===== src/rtl/mm_stream_mac.sv =====
// ---------------------------------------------------------------------------
// mm_stream_mac : streaming C = A x B engine over a handshaked memory port
// Revision 1.0 : initial release
// ---------------------------------------------------------------------------
`default_nettype none

module mm_stream_mac #(
  parameter int DW     = 20,
  parameter int AW     = 20,
  parameter int ACCW   = 48,
  parameter int MAXDIM = 16,
  parameter int SAT    = 0
) (
  input  logic                   clk,
  input  logic                   reset,
  input  logic                   start,
  output logic [AW-1:0]          i,
  output logic [AW-1:0]          j,
  output logic [1:0]             sel,
  output logic                   read,
  input  logic                   read_valid,
  input  logic signed [DW-1:0]   read_data,
  output logic                   write,
  input  logic                   write_ready,
  output logic signed [ACCW-1:0] write_data,
  output logic                   busy,
  output logic                   finish,
  output logic                   error
);

  typedef enum logic [2:0] {
    S_IDLE  = 3'd0,
    S_SIZE  = 3'd1,
    S_CHECK = 3'd2,
    S_RD_A  = 3'd3,
    S_RD_B  = 3'd4,
    S_WRITE = 3'd5,
    S_DONE  = 3'd6
  } state_t;

  localparam logic [AW-1:0] DIM_MAX = AW'(MAXDIM);
  localparam logic [AW-1:0] ONE     = AW'(1);
  localparam logic signed [ACCW-1:0] ACC_MAX = {1'b0, {(ACCW-1){1'b1}}};
  localparam logic signed [ACCW-1:0] ACC_MIN = {1'b1, {(ACCW-1){1'b0}}};

  state_t                 state_q, state_d;
  logic [1:0]             idx_q, idx_d;
  logic [AW-1:0]          m_q, m_d, k_q, k_d, n_q, n_d;
  logic [AW-1:0]          row_q, row_d, col_q, col_d, kk_q, kk_d;
  logic signed [DW-1:0]   a_q, a_d;
  logic signed [ACCW-1:0] acc_q, acc_d;
  logic                   err_q, err_d;

  logic [DW-1:0]          rd_raw;
  logic [AW-1:0]          rd_size;
  logic signed [2*DW-1:0] prod;
  logic signed [ACCW-1:0] prod_ext;
  logic [ACCW:0]          sum;
  logic                   sum_ovf;
  logic signed [ACCW-1:0] acc_add;
  logic                   size_bad;

  // Sizes are unsigned, so view read_data without its sign before resizing.
  assign rd_raw   = read_data;
  assign rd_size  = AW'(rd_raw);
  assign prod     = a_q * read_data;
  assign prod_ext = ACCW'(prod);
  assign sum      = {acc_q[ACCW-1], acc_q} + {prod_ext[ACCW-1], prod_ext};
  assign sum_ovf  = sum[ACCW] ^ sum[ACCW-1];

  always_comb begin
    acc_add = sum[ACCW-1:0];
    if (SAT != 0 && sum_ovf) acc_add = sum[ACCW] ? ACC_MIN : ACC_MAX;
  end

  assign size_bad = (m_q == '0) || (m_q > DIM_MAX) || (k_q == '0) ||
                    (k_q > DIM_MAX) || (n_q == '0) || (n_q > DIM_MAX);

  always_ff @(posedge clk or negedge reset) begin
    if (!reset) begin
      state_q <= S_IDLE;
      idx_q   <= '0;
      m_q     <= '0;
      k_q     <= '0;
      n_q     <= '0;
      row_q   <= '0;
      col_q   <= '0;
      kk_q    <= '0;
      a_q     <= '0;
      acc_q   <= '0;
      err_q   <= 1'b0;
    end else begin
      state_q <= state_d;
      idx_q   <= idx_d;
      m_q     <= m_d;
      k_q     <= k_d;
      n_q     <= n_d;
      row_q   <= row_d;
      col_q   <= col_d;
      kk_q    <= kk_d;
      a_q     <= a_d;
      acc_q   <= acc_d;
      err_q   <= err_d;
    end
  end

  always_comb begin
    state_d = state_q;
    idx_d   = idx_q;
    m_d     = m_q;
    k_d     = k_q;
    n_d     = n_q;
    row_d   = row_q;
    col_d   = col_q;
    kk_d    = kk_q;
    a_d     = a_q;
    acc_d   = acc_q;
    err_d   = err_q;
    case (state_q)
      S_IDLE: begin
        if (start) begin
          state_d = S_SIZE;
          idx_d   = '0;
          err_d   = 1'b0;
        end
      end
      S_SIZE: begin
        if (read_valid) begin
          case (idx_q)
            2'd0:    m_d = rd_size;
            2'd1:    k_d = rd_size;
            default: n_d = rd_size;
          endcase
          if (idx_q == 2'd2) state_d = S_CHECK;
          else               idx_d   = idx_q + 2'd1;
        end
      end
      S_CHECK: begin
        if (size_bad) begin
          err_d   = 1'b1;
          state_d = S_DONE;
        end else begin
          row_d   = '0;
          col_d   = '0;
          kk_d    = '0;
          acc_d   = '0;
          state_d = S_RD_A;
        end
      end
      S_RD_A: begin
        if (read_valid) begin
          a_d     = read_data;
          state_d = S_RD_B;
        end
      end
      S_RD_B: begin
        if (read_valid) begin
          acc_d = acc_add;
          if (kk_q == k_q - ONE) begin
            state_d = S_WRITE;
          end else begin
            kk_d    = kk_q + ONE;
            state_d = S_RD_A;
          end
        end
      end
      S_WRITE: begin
        if (write_ready) begin
          acc_d = '0;
          kk_d  = '0;
          if (col_q == n_q - ONE) begin
            col_d = '0;
            row_d = row_q + ONE;
          end else begin
            col_d = col_q + ONE;
          end
          if (row_q == m_q - ONE && col_q == n_q - ONE) state_d = S_DONE;
          else                                          state_d = S_RD_A;
        end
      end
      S_DONE:  state_d = S_IDLE;
      default: state_d = S_IDLE;
    endcase
  end

  // Address/select are pure functions of registered state, hence stable while waiting.
  always_comb begin
    i     = '0;
    j     = '0;
    sel   = 2'd0;
    read  = 1'b0;
    write = 1'b0;
    case (state_q)
      S_SIZE: begin
        read = 1'b1;
        i    = AW'(idx_q);
      end
      S_RD_A: begin
        read = 1'b1;
        sel  = 2'd1;
        i    = row_q;
        j    = kk_q;
      end
      S_RD_B: begin
        read = 1'b1;
        sel  = 2'd2;
        i    = kk_q;
        j    = col_q;
      end
      S_WRITE: begin
        write = 1'b1;
        i     = row_q;
        j     = col_q;
      end
      default: ;
    endcase
  end

  assign write_data = acc_q;
  assign busy       = (state_q != S_IDLE);
  assign finish     = (state_q == S_DONE);
  assign error      = err_q;

endmodule

`default_nettype wire


===== config.mk =====
export PLATFORM = sky130hd
export DESIGN_NAME = mm_stream_mac
export DESIGN_NICKNAME = d
export VERILOG_FILES = /design/src/rtl/mm_stream_mac.sv
export SDC_FILE = /design/constraint.sdc
export NUM_CORES = 2
export LEC_CHECK = 0
export BUFFER_PORTS_ARGS = -buffer_cell sky130_fd_sc_hd__buf_2
export CORE_MARGIN = 5
export CORE_UTILIZATION = 45
export CTS_BUF_LIST = sky130_fd_sc_hd__clkbuf_4 sky130_fd_sc_hd__clkbuf_8 sky130_fd_sc_hd__clkbuf_16
export DETAILED_ROUTE_END_ITERATION = 8
export PLACE_DENSITY = 0.58
export SETUP_SLACK_MARGIN = 0.2
export SYNTH_ARGS = -nofsm -noshare
export SYNTH_HDL_FRONTEND = slang
export SYNTH_SLANG_ARGS = --single-unit

===== constraint.sdc =====
create_clock -name clk -period 15.2 [get_ports clk]
set_input_delay 3.04 -clock clk [delete_from_list [all_inputs] [get_ports clk]]
set_output_delay 3.04 -clock clk [all_outputs]
set_load 0.05 [all_outputs]

== Yosys cells after proc, flatten, opt, wreduce, memory -nomap -nowiden ==
Cells that the tools add are included.
Word-level totals
  flip-flop bits (word level): 194
  bits of input ports: 25
  output and inout bits: 95
  word-level logic and storage cells: 114
Operators by class
  $add $sub $neg: 8
  $mul: 1
  order comparisons: 3
  eq/ne operators: 22
  muxes and demuxes: 37
  bitwise gates (word level): 1
  reductions and logical operators: 31
Operator list (number)
  $mux W20: 8
  $mux W48: 3
  $pmux W48 S3: 1
  $pmux W20 S2: 3
  $pmux W20 S3: 2
  $add A20 B1 Y20 const B: 3
  $eq A20 B20 Y1: 3
  $gt A20 B5 Y1 const B: 3
  $logic_not A20 Y1: 3
  $sub A20 B1 Y20 const B: 3
  $add A48 B40 Y48: 1
  $mul A20 B20 Y40: 1
  $mux W3: 9
  $ne A2 B2 Y1 const B: 11
  $pmux W3 S6: 1
  $reduce_and A3 Y1: 5
  $reduce_and A4 Y1: 3
  $eq A3 B3 Y1 const B: 3
  $pmux W2 S2: 2
  $eq A3 B2 Y1 const B: 2
  $mux W2: 3
  $reduce_and A6 Y1: 1
  $reduce_bool A2 Y1: 3
  $reduce_bool A3 Y1: 2
  15 further kinds: 24

== Logic depth before layout (Yosys ltp) ==
  word-level depth: 8
  gate-level depth with buffers: 27
  depth with buffers taken out: 25

== Worst setup path before layout ==
OpenSTA, ideal clock, no wires.
  kind: input-to-reg
  start point: input read_data[0]
  end point: register acc_q[47] (netlist: write_data[47])
  library setup time: 0.121 ns
  data arrival time: 9.954 ns
  required time: 15.079 ns
  path slack: 5.125 ns
  stages: 21
  buffers on the path: 1
  cells stage by stage: clkbuf_1 -> nand2_1 -> inv_1 -> fa_1 -> inv_1 -> fa_1 -> fa_1 -> inv_1 -> fa_1 -> fa_1 -> fa_1 -> fa_1 -> ha_1 -> a21o_1 -> a21o_1 -> a221oi_1 -> a21oi_1 -> a21o_1 -> a221oi_1 -> xnor2_1 -> a22o_1
On the way
  longest elaborated chain between the ends: 4
Ends and longest elaborated chain
  start, declared: line 22  | input logic signed [DW-1:0] read_data,
  $mul A20 B20 Y40: line 66  | assign prod = a_q * read_data;
  $add A48 B40 Y48: line 68  | assign sum = {acc_q[ACCW-1], acc_q} + {prod_ext[ACCW-1], prod_ext};
  $mux W48: line 157  | if (read_valid) begin
  $pmux W48 S3: line 119  | case (state_q)
  end signal, assigned: line 90  | acc_q <= '0;
  end signal, assigned: line 102  | acc_q <= acc_d;
  end, declared: line 51  | logic signed [ACCW-1:0] acc_q, acc_d;
Every way passes these cells. The select of a mux whose other input is x is not followed.
A chain may end at the register's enable or synchronous reset.

== Final worst setup path ==
  start point: input read_data[5]
  end point: register acc_q[47] (netlist: write_data[47])
The elaborated chain is that of the path after synthesis.

==> impl_metrics.ini <==
[clock_tree]
clockBufferDepth = 2
cts_tree = done
clk_pin_slew_ns = 0.09
htree_levels = 4
insertion_delay_ns = 0.51
clock-root-buffer = clkbuf_16
cts_resized = 0
cts_hold_buf = 0
cts_setup_buffers = 0
cts.sinks = 194
numCtsBuffers = 17

[routing]
drt_wl_total_um = 79510
first_pass_iters = 5
drt_iter0_drc = 1422
vias = 21800
drtAntennaViolNets = 0
drcViolationCount = 0
vias_per_cell = 5.180
wire_per_inst_um = 18.89

[logic_synthesis]
yosys.area.top_type = fa_1
ys_ff_latch = 194
synthDominantCellAreaShare = 0.3460
yosysWarnings = 0
synthesis.nets = 4031
yosysMostFrequentCell = inv_1
yosys-top-cells-area = fa_1, dfrtp_1, inv_1
synth_top_flop_cell = dfrtp_1
synthArstFlopShare = 1.000
synthCells = 3327
synthTopCellsByCount = inv_1, fa_1, nand2_1
ys_types = 73
avgSynthCellArea_um2 = 9.079
netlist_area_um2 = 30210
synth-edff-count = 0
synth-seq-area-share = 0.1607

[timing]
fin_crit_sh = 0.6634
rsz0062_at_grt = no
fmax_mhz = 99.18
slew_headroom = 0.2350
maxSlewViolCount = 0
finClkSkew_ns = 0.02136
final_hold_viol_count = 0
tns_ns = 0
hold_slack_ns = 0.5287
worstMarginPinSlew_ns = 1.137
setup_violations = 0
period_needed_ns = 10.08

[layout]
syn2layout_area_growth_pct = 6.147
num-fill-cells = 6503
drive_gt1_frac = 0.08458
final_cells = 4209
final_nets = 4026
seq_area_um2 = 4855
multiInputGateArea_um2 = 21840

[global_routing]
gr-total-overflow = 0
antenna_found_initial = 2
grt_use_total = 0.2306
grt_max_degree = 87
grt_pass1_wl_um = 130800
grt_pass1_vias = 22670

[outcome]
status = complete, no violations

[critical_path]
path_max_fanout = 24
end_kind = register
crit_chain = buf_2, nand2_1, fa_1, inv_1, fa_1, fa_1, inv_1, fa_1, inv_1, fa_1, fa_1, inv_1, fa_1, inv_1, ha_1, a21oi_1, nand2_1, a31oi_1, o32ai_1, a21o_1, a221oi_1, xnor2_1, a22o_1
required_ns = 15.60
arrival_ns = 10.48
r2r_setup_slack_ns = 7.03
path_buf_inv = 6
path_class = in2reg
crit_path_top_delay_cell = fa_1
critPathLaunchType = input port
crit_top_cell = fa_1
max_stage_delay_ns = 0.87
cp_top_family = adder cells

[placement]
routabilityCongestion = 0.8914
dpl.cell_count = 4176
io_buffers = 119
dp_hpwl_um = 62660

[die]
pin_count = 120
die_area_um2 = 72410
start_util = 0.4514
die_w_um = 269.1
die_height_um = 269.1
coreArea_um2 = 66920
row_count = 95

[worst_hold_path]
hold_class = reg2reg

[job]
cap_violations = 0
[layer usage]
layer  global-route usage  share of wire  vias to the layer above
li1                     -              -                    10190
met4              0.04917          0.019                        2
met5                    0        0.00015                        -
met3              0.02911          0.039                       73
met1               0.3338           0.47                    11100
met2               0.3764           0.48                      436
[logic make-up after synthesis]
kind of cell / share of synthesized area
buffers and inverters: 0.1171
and+or+nand+nor: 0.1526
adders and majority gates: 0.4110
AOI/OAI and AO/OA: 0.07249
DFF: 0.1607
xor gates and xnor gates: 0.05190
muxes: 0.03430
[state kept, by name, summed over array words and instances (netlist names)]
name	flops
write_data	48
a_q	20
col_q	20
k_q	20
kk_q	20
m_q	20
n_q	20
row_q	20
state_q	3
idx_q	2
error	1
[worst paths after layout]
path	from	endpoint	cells past startpoint
max	read_data[5]	write_data[47]	23
min	write_data[4]	write_data[4]	2
max reg2reg	a_q[19]	write_data[47]	22
min reg2reg	write_data[4]	write_data[4]	2
max in group asynchronous	reset	a_q[13]	2
min in group asynchronous	reset	col_q[2]	1
[cell type report]
cell class,count,area share
antenna,2,0.0001561
timing repair buffer,146,0.02517
clock inverter,13,0.004644
clock buffer,18,0.01370
inverter,765,0.08956
tap,873,0.03407
sequential,194,0.1514
multi-input combinational,2198,0.6813
[metrics by stage]
step	area [um2]	utilization	setup slack [ns]
after floorplan	30210	-	5.125
after detailed placement	31470	0.4703	4.573
final	32060	0.4791	5.117
after CTS	32060	0.4791	5.117
after global placement	31470	0.4703	4.732
after global routing	32060	0.4791	4.650
[worst reg2reg max path, delay by kind of cell (launching register included)]
| kind | cells | cell delay (ns) |
|---|---|---|
| AOI/OAI and AO/OA | 6 | 1.52 |
| buffers and inverters | 5 | 0.63 |
| adders and majority gates | 8 | 4.42 |
| xor gates and xnor gates | 1 | 0.10 |
| DFF | 1 | 0.99 |
| and+or+nand+nor | 2 | 0.43 |
[placed cells by master, fill, tap and decap left out, drive strengths merged, types with 91 or more instances in the layout]
master | netlist | final
inv | 765 | 770
buf | 21 | 145
xor2 | 91 | 91
fa | 522 | 522
dfrtp | 194 | 194
and2 | 196 | 196
ha | 157 | 157
nand2 | 331 | 331
nor2 | 116 | 116
o21ai | 96 | 96
Power is not shown: default switching activity piles up to over one toggle a cycle in this logic, so the estimate is an artifact.
